### config.mk
export PLATFORM = sky130hd
export DESIGN_NAME = pre_decode
export DESIGN_NICKNAME = d
export VERILOG_FILES = /design/src/rtl/pre_decode_pkg.sv /design/src/rtl/inst_skid_buf.sv /design/src/rtl/pre_decode.sv
export SDC_FILE = /design/constraint.sdc
export NUM_CORES = 1
export LEC_CHECK = 0
export CORE_AREA = 4 4 107 89
export DETAILED_ROUTE_END_ITERATION = 12
export DIE_AREA = 0 0 111 93
export PLACE_DENSITY_LB_ADDON = 0.05
export SETUP_SLACK_MARGIN = 0.2
export SYNTH_ARGS = -nofsm -noshare
export SYNTH_HDL_FRONTEND = slang
export SYNTH_SLANG_ARGS = --single-unit
### constraint.sdc
create_clock -name clk -period 3.5 [get_ports clk]
set_clock_uncertainty 0.2 [all_clocks]
set_input_delay 0.7 -clock clk [delete_from_list [all_inputs] [get_ports clk]]
set_output_delay 0.7 -clock clk [all_outputs]
set_load 0.05 [all_outputs]
### src/rtl/pre_decode_pkg.sv
// pre_decode_pkg: shared bus widths, field layouts and constants for the pre-decode stage
package pre_decode_pkg;
  localparam int FPD_BUS_WID = 43;
  localparam int PDD_BUS_WID = 74;
  localparam int ECODE_WID = 8;
  localparam int ESUB_WID = 1;
  localparam logic [31:0] NOP_INST_DEF = 32'h0340_0000;
  localparam logic [ECODE_WID-1:0] ECODE_ADEF = 8'h08;
  typedef struct packed {
    logic [31:0] pc;
    logic pc_en;
    logic ex;
    logic [ECODE_WID-1:0] ecode;
    logic [ESUB_WID-1:0] esub;
  } fpd_bus_t;
  typedef struct packed {
    logic [31:0] pc;
    logic [31:0] inst;
    logic ex;
    logic [ECODE_WID-1:0] ecode;
    logic [ESUB_WID-1:0] esub;
  } pdd_bus_t;
endpackage

### src/rtl/inst_skid_buf.sv
// inst_skid_buf: one-entry 32-bit instruction hold (clk, rst, capture, clear, din -> dout, valid); clear wins over capture
module inst_skid_buf (
  input  logic        clk,
  input  logic        rst,
  input  logic        capture,
  input  logic        clear,
  input  logic [31:0] din,
  output logic [31:0] dout,
  output logic        valid
);
  always_ff @(posedge clk or posedge rst) begin
    if (rst) begin
      dout <= '0;
      valid <= 1'b0;
    end else if (clear) begin
      valid <= 1'b0;
    end else if (capture) begin
      dout <= din;
      valid <= 1'b1;
    end
  end
endmodule

### src/rtl/pre_decode.sv
// pre_decode: pairs Fetch bundle (FpD_valid/FpD_BUS) with next-cycle inst_sram_rdata, skid-buffers it across Decode stalls (D_allowin, flush) and drives pDD_valid/pDD_BUS plus pD_allowin
module pre_decode
  import pre_decode_pkg::*;
#(
  parameter logic [31:0] NOP_INST = NOP_INST_DEF
) (
  input  logic                   clk,
  input  logic                   rst,
  input  logic                   FpD_valid,
  input  logic [FPD_BUS_WID-1:0] FpD_BUS,
  input  logic [31:0]            inst_sram_rdata,
  input  logic                   flush,
  input  logic                   D_allowin,
  output logic                   pD_allowin,
  output logic                   pDD_valid,
  output logic [PDD_BUS_WID-1:0] pDD_BUS
);
  fpd_bus_t fb;
  pdd_bus_t ob;
  logic pd_valid, first_q, ex_q, accept, buf_valid, capture;
  logic [31:0] pc_q, inst_buf;
  logic [ECODE_WID-1:0] ecode_q;
  logic [ESUB_WID-1:0] esub_q;
  assign fb = FpD_BUS;
  assign pD_allowin = !pd_valid || D_allowin || flush;
  assign accept = FpD_valid && fb.pc_en && pD_allowin;
  assign capture = first_q && pd_valid && !D_allowin && !flush;
  always_ff @(posedge clk or posedge rst) begin
    if (rst) begin
      pd_valid <= 1'b0;
      first_q <= 1'b0;
      pc_q <= '0;
      ex_q <= 1'b0;
      ecode_q <= '0;
      esub_q <= '0;
    end else begin
      first_q <= accept;
      if (accept) begin
        pd_valid <= 1'b1;
        pc_q <= fb.pc;
        ex_q <= fb.ex;
        ecode_q <= fb.ecode;
        esub_q <= fb.esub;
      end else if (D_allowin || flush) begin
        pd_valid <= 1'b0;
      end
    end
  end
  inst_skid_buf u_skid (
    .clk(clk),
    .rst(rst),
    .capture(capture),
    .clear(accept || flush),
    .din(inst_sram_rdata),
    .dout(inst_buf),
    .valid(buf_valid)
  );
  always_comb begin
    ob.pc = pc_q;
    ob.inst = ex_q ? NOP_INST : (buf_valid ? inst_buf : inst_sram_rdata);
    ob.ex = ex_q;
    ob.ecode = ecode_q;
    ob.esub = esub_q;
  end
  assign pDD_valid = pd_valid && !flush;
  assign pDD_BUS = ob;
endmodule

-- After elaboration in Yosys (flattened, before gate mapping)
Cells that the tools add are included.
- bits in registers: 77
- input port bits: 80
- output and inout bits: 76
- word-level logic and storage cells: 31
- mux-type cells: 6
- bitwise logic cells: 1
- reduce and logical (&&, ||, !) cells: 16
- operator list (kind ; number):
    32-bit two-way mux ; 2
    1-bit logical AND ; 6
    1-bit logical OR ; 4
    1-bit two-way mux ; 4
    2-bit nonzero test ; 2
    1-bit logical NOT ; 3
    2-bit AND reduction ; 1
    1-bit NOT ; 1

-- Longest topological paths before layout
Gate-level depths: netlist of run 1.
- depth after elaboration: 7
- gate-level depth with buffers: 5
- gate-level depth less buffers: 3

-- By module
From an unflattened synthesis of run 1, not the netlist that was laid out.
- cell total of the unflattened synthesis: 246
- area, all modules: 3572.2 um^2
- modules (own cells, without submodules) (module ; instances ; cells each ; area each (um^2)):
    pre_decode ; 1 ; 173 ; 2177.1
    inst_skid_buf ; 1 ; 73 ; 1395.1

-- Worst setup path after synthesis of run 1
OpenSTA, ideal clock, no wires.
- path kind: register to output
- from: register u_skid.valid
- to: output pDD_BUS[17]
- arrival: 1475 ps
- setup slack: 1125 ps
- cell stages (with the launch flop): 5
- buffers on the path: 2
- path through: dfrtp_1 buf_2 buf_2 mux2i_1 nor2_1
- cells in the longest elaborated chain, start to end: 2
- ends and longest elaborated chain (what ; line ; source):
    start: declaration ; inst_skid_buf.sv:9 ; output logic valid
    start signal: assignment ; inst_skid_buf.sv:14 ; valid <= 1'b0;
    start signal: assignment ; inst_skid_buf.sv:16 ; valid <= 1'b0;
    start signal: assignment ; inst_skid_buf.sv:19 ; valid <= 1'b1;
    32-bit two-way mux (2 in series) ; pre_decode.sv:60 ; ob.inst = ex_q ? NOP_INST : (buf_valid ? inst_buf : inst_sram_rdata);
    end: declaration ; pre_decode.sv:16 ; output logic [PDD_BUS_WID-1:0] pDD_BUS
No other way between the ends.

-- Worst setup path after layout of run 1
- from: register u_skid.valid
- to: output pDD_BUS[10]
The elaborated chain is that of the path after synthesis.

==> results of run 1 <==
-- stage by stage --
| stage | setup slack, ns | cells | cell area [µm²] | hold slack (ns) | util, % |
|---|---|---|---|---|---|
| 2_1_floorplan | 0.6333 | 245 | 3457 | 0.2803 | - |
| 3_3_place_gp | 0.3457 | 499 | 5035 | 0.2878 | 60.15 |
| 3_5_place_dp | 0.3315 | 499 | 5035 | 0.2952 | 60.15 |
| 4_1_cts | 0.2554 | 515 | 5283 | 0.3135 | 63.11 |
| 5_1_grt | 0.2405 | 516 | 5310 | 0.3220 | 63.44 |
| 6_report | 0.3124 | 516 | 5310 | 0.3097 | 63.44 |
-- state kept, by name, indices dropped and copies added, names as in the netlist --
register / cells
pc_q: 32
u_skid.dout: 32
ecode_q: 8
esub_q: 1
ex_q: 1
first_q: 1
pd_valid: 1
u_skid.valid: 1
-- placed cells by master, fill, tap and decap left out --
| master | n |
|---|---|
| clkdlybuf4s50_1 | 155 |
| dfrtp_1 | 76 |
| mux2_2 | 70 |
| mux2i_1 | 29 |
| nor2_1 | 29 |
| clkbuf_8 | 9 |
| nor2b_1 | 6 |
| buf_4 | 5 |
| mux2_4 | 4 |
| a211o_1 | 3 |
| bufinv_16 | 3 |
| nand2_1 | 2 |
| clkinv_2 | 2 |
| inv_6 | 2 |
| nor3b_4 | 1 |
| and2_4 | 1 |
| nor2_4 | 1 |
| inv_1 | 1 |
| o21ai_0 | 1 |
| nand2b_1 | 1 |
| clkinv_4 | 1 |
| buf_16 | 1 |
| dfrtp_4 | 1 |
-- worst max-delay path: stages (launching register included) --
cell	delay, ns
dfrtp_4	0.65
buf_16	0.24
mux2i_1	0.13
nor2_1	0.12
clkdlybuf4s50_1	0.82
-- worst min-delay path by stage --
stage | from | slack (ns) | end | cells past startpoint
after CTS | pc_q[19] | 0.31 | pc_q[19] | 1
after floorplan | u_skid.dout[10] | 0.28 | u_skid.dout[10] | 1
after global placement | pc_q[14] | 0.29 | pc_q[14] | 1
after global routing | u_skid.dout[8] | 0.32 | u_skid.dout[8] | 1
after detailed placement | pc_q[4] | 0.30 | pc_q[4] | 1
final | u_skid.dout[30] | 0.31 | u_skid.dout[30] | 1
-- cells by family after synthesis --
kind of cell	after synthesis	share of synthesized area [%]
compound gates	4	0.9048
flops	77	55.74
mux	103	32.94
simple gates	41	5.610
buf+inv	20	4.814
-- report_power, final --
part / total [µW] / switching (µW) / internal, µW
clock network: 824 / 345 / 479
registers: 1140 / 83.1 / 1050
logic: 1070 / 629 / 442
-- per-layer routing --
layer | part of all wire, % | global-route usage, % | vias to the layer above
met1 | 41 | 19.47 | 1158
li1 | - | - | 1151
met5 | 0 | 0 | -
met4 | 1.7 | 6.154 | 0
met3 | 9.7 | 7.891 | 12
met2 | 47 | 26.67 | 94
-- area by class of cell --
| class | count | area share (%) |
|---|---|---|
| multi-input combinational | 148 | 25.78 |
| clock inverter | 7 | 2.286 |
| sequential | 77 | 36.36 |
| tap | 112 | 2.639 |
| timing repair buffer | 161 | 30.44 |
| clock buffer | 9 | 2.333 |
| inverter | 2 | 0.1649 |
-- repair_timing --
action,4_1_cts,5_1_grt
setup buffers,0,1
gates resized for setup,1,0
hold buffers,0,0
endpoints found under the setup margin,32,6
==> impl_metrics.yaml, run 1 <==
status:
  outcome: "finished clean"
global_route:
  grt_pass1_wl_mm: 13.52
  grt_pass1_vias: 2623
  track_usage_pct: 16.59
  antenna_found_initial: 0
  grt_max_degree: 37
  grt-ovfl-total: 0
final_layout:
  register_area_mm2: 0.001931
  drive_above_1_share_pct: 25.00
  nNetsFinal: 479
  syn_to_final_growth_pct: 53.60
  diodes: 0
  fillers: 658
  multi_input_area_mm2: 0.001369
setup_path:
  reg2regPathDepth: 3
  crit_type: "register to output pin"
  crit_fanout: 19
  endpoint: "pDD_BUS[10]"
  r2r_start: "pd_valid"
  rr_endpoint: "u_skid.dout[14]"
  r2r_setup_slack_ns: 1.63
  cp-start-kind: "register"
  crit_required_ns: 2.60
  cp-startpoint: "u_skid.valid"
  crit_arrival_ns: 2.29
  endpoint_kind: "output pin"
timing:
  final-max-slew-violation-count: 0
  tightest_slew_ns: 0.5723
  period_share_pct: 91.07
  timing.fmax_mhz: 313.7
  setup_viol: 0
  min_period_ns: 3.188
  rsz0062_at_grt: "false"
  relSlewSlack_pct: 61.80
  hold_viol_final: 0
  setup_tns_ns: 0
yosys:
  yosysTopAreaCellShare_pct: 55.74
  syn-num-nets: 325
  netlist_area_mm2: 0.003457
  netlist_top_cells_count: "dfrtp_1, mux2_2, mux2i_1, nor2_1, nor2b_1"
  synth_edf_count: 0
  syn_area_per_cell_um2: 14.11
  synth_most_common_cell: "dfrtp_1"
  ys.flop_type: "dfrtp_1"
  yosysTopAreaCell: "dfrtp_1"
  yosysWarnings: 0
  ys_types: 19
  yosys-top-cells-area: "dfrtp_1, mux2_2, mux2i_1"
  synthArstFlopShare_pct: 100.0
  ys_seq_area_share_pct: 55.74
  syn_inst: 245
  synth_seq_cells: 77
floorplanning:
  num_rows: 30
  die_area_mm2: 0.01032
  ios: 156
  fp.dieW_um: 111
  initial_core_util_pct: 41.30
  design.core.area_mm2: 0.008371
  die_h_um: 93
clocking:
  clock_path_buffers: 2
  path_clk_slew_ns: 0.09
  clock_latency_ns: 0.34
  cts_tree: "done"
  clockRootBuffer: "clkbuf_8"
  cts_htree_levels: 3
  numCtsBuffers: 9
  cts_num_sinks: 77
hold_path:
  hp-class: "register to register"
detailed_routing:
  via_per_inst: 4.680
  ant_nets: 0
  firstDrtPassIters: 4
  wl_mm: 8.477
  drt_iter0_markers: 72
  vias: 2415
  wl_per_cell_um: 16.43
  drc: 0
place:
  hpwlAfterDp_mm: 5.986
  numPortBuffers: 155
  gp_congestion: 0.7860
run:
  cap_violations: 0
pwr:
  total_power_uw: 3032
  p_leak_uw: 0.002174
  vdd_drop_max_v: 0.0002602
  p_per_area_mw_per_mm2: 570.9
No activity file was read; power rests on OpenSTA's default activity.
==> run 2: changes to the inputs <==
CELL_PAD_IN_SITES_DETAIL_PLACEMENT = 0   (was default)
CELL_PAD_IN_SITES_GLOBAL_PLACEMENT = 2   (was default)
CORE_AREA = 4 4 134 111   (was 4 4 107 89)
DIE_AREA = 0 0 138 115   (was 0 0 111 93)
==> impl_metrics.yaml, run 2 (same netlist as run 1, synthesis figures left out) <==
setup_path:
  crit_top_cell: "clkdlybuf4s50_1"
  cp-start-kind: "primary input"
  r2r_start: "pd_valid"
  crit_fanout: 3
  endpoint: "pD_allowin"
  crit_arrival_ns: 2.27
  cp-startpoint: "flush"
  crit_type: "primary input to output pin"
  slowest_delay_ns: 0.71
  reg2regPathDepth: 3
  cp_cell_sequence: "clkdlybuf4s50_1, nor3b_4, inv_1, clkdlybuf4s50_1"
  endpoint_kind: "output pin"
  rr_endpoint: "u_skid.dout[11]"
  crit_required_ns: 2.60
  r2r_setup_slack_ns: 1.62
  slowest_stage: "clkdlybuf4s50_1"
global_route:
  grt-ovfl-total: 0
  met3_usage_pct: 6.694
  grt_use_met1_pct: 13.72
  grt_pass1_vias: 2742
  gr-max-usage-layer: "met2"
  track_usage_pct: 12.00
  gr-usage-met2_pct: 19.44
  grt_pass1_wl_mm: 15.09
  antenna_found_initial: 1
  grt_max_degree: 78
final_layout:
  layout_commonest_cell: "clkdlybuf4s50_1"
  mostFrequentLayoutCells: "clkdlybuf4s50_1, dfrtp_1, mux2_2"
  register_area_mm2: 0.001928
  syn_to_final_growth_pct: 57.73
  stdcell_count: 583
  nNetsFinal: 478
  fin_util_pct: 40.67
  fillers: 1270
  multi_input_area_mm2: 0.001369
  fin_area_mm2: 0.005453
  drive_above_1_share_pct: 25.31
  diodes: 0
  top_regs: "pc_q: 32 flops, u_skid.dout: 32 flops, ecode_q: 8 flops"
timing:
  relSlewSlack_pct: 61.29
  fin_hold_ws_ns: 0.3030
  min_period_ns: 3.169
  timing.fmax_mhz: 315.5
  setup_tns_ns: 0
  period_share_pct: 90.56
  hold_viol_final: 0
  rsz0062_at_grt: "false"
  setup_viol: 0
  final-max-slew-violation-count: 0
  tightest_slew_ns: 0.5807
hold_path:
  hp-class: "register to register"
detailed_routing:
  firstDrtPassIters: 4
  wl_per_cell_um: 15.67
  drt_iter0_markers: 49
  vias: 2417
  ant_nets: 0
  drc: 0
  via_per_inst: 4.146
  wl_mm: 9.135
pwr:
  p_per_area_mw_per_mm2: 579.0
  vdd_drop_max_v: 0.0002584
  p_leak_uw: 0.002201
clocking:
  cts_tree: "done"
  clockRootBuffer: "clkbuf_16"
  path_clk_slew_ns: 0.06
  post_cts_buffers: 0
  clock_path_buffers: 2
  cts_htree_levels: 3
  numCtsBuffers: 9
  ctsHoldBuffers: 0
  cts_resized: 0
  clock_latency_ns: 0.33
  cts_num_sinks: 77
floorplanning:
  fp.dieW_um: 138
  die_area_mm2: 0.01587
  ios: 156
  design.core.area_mm2: 0.01341
  die_h_um: 115
  initial_core_util_pct: 25.78
  num_rows: 38
place:
  dp_cells: 567
  hpwlAfterDp_mm: 6.192
  numPortBuffers: 155
  place_area_mm2: 0.005150
  gp_congestion: 0.6908
run:
  cap_violations: 0
status:
  outcome: "finished clean"
## run 2: cell types whose count changed in the layout (fill, tap and decap cells not counted), moves of 2 or more
cell             change
clkdlybuf4s50_1      -3
buf_12               +3
inv_6                -2
clkbuf_8             -8
bufinv_16            -2
clkbuf_16            +9
## run 2: area by class of cell
cell class              count  area share, %
inverters                   2         0.1606
clock inverters             5          1.101
well taps                 180          4.130
flip-flops and latches     77          35.36
clock buffers              11          4.452
repair buffers            160          29.69
multi-input cells         148          25.10
## run 2: worst max-delay path: cells and delay by family
kind,cells,cell delay (ns)
and+or+nand+nor,1,0.28
buffers and inverters,3,1.28
## run 2: where the power goes
part	internal, µW	switching (µW)
sequential	1060	86.7
clock	573	372
combinational	446	624
total	2070	1080
## run 2: metal layers
metal | vias to the layer above | share of wire, %
li1 | 1146 | -
met1 | 1166 | 42
met2 | 90 | 46
met3 | 13 | 10
met4 | 2 | 1.5
met5 | - | 0.22
## run 2: through the flow
stage	setup slack, ns	total power [µW]
6_report	0.3306	3157
5_1_grt	0.2452	3323
4_1_cts	0.3165	3227
3_5_place_dp	0.3208	2243
3_3_place_gp	0.3384	2234
2_1_floorplan	0.6333	1835
## run 2: worst min-delay path by stage
stage / start / endpoint / slack [ns] / depth (start not counted)
6_report: pc_q[5] / pc_q[5] / 0.30 / 1
5_1_grt: u_skid.dout[26] / u_skid.dout[26] / 0.32 / 1
4_1_cts: pc_q[5] / pc_q[5] / 0.31 / 1
3_5_place_dp: pc_q[27] / pc_q[27] / 0.30 / 1
3_3_place_gp: u_skid.dout[2] / u_skid.dout[2] / 0.29 / 1
2_1_floorplan: u_skid.dout[10] / u_skid.dout[10] / 0.28 / 1
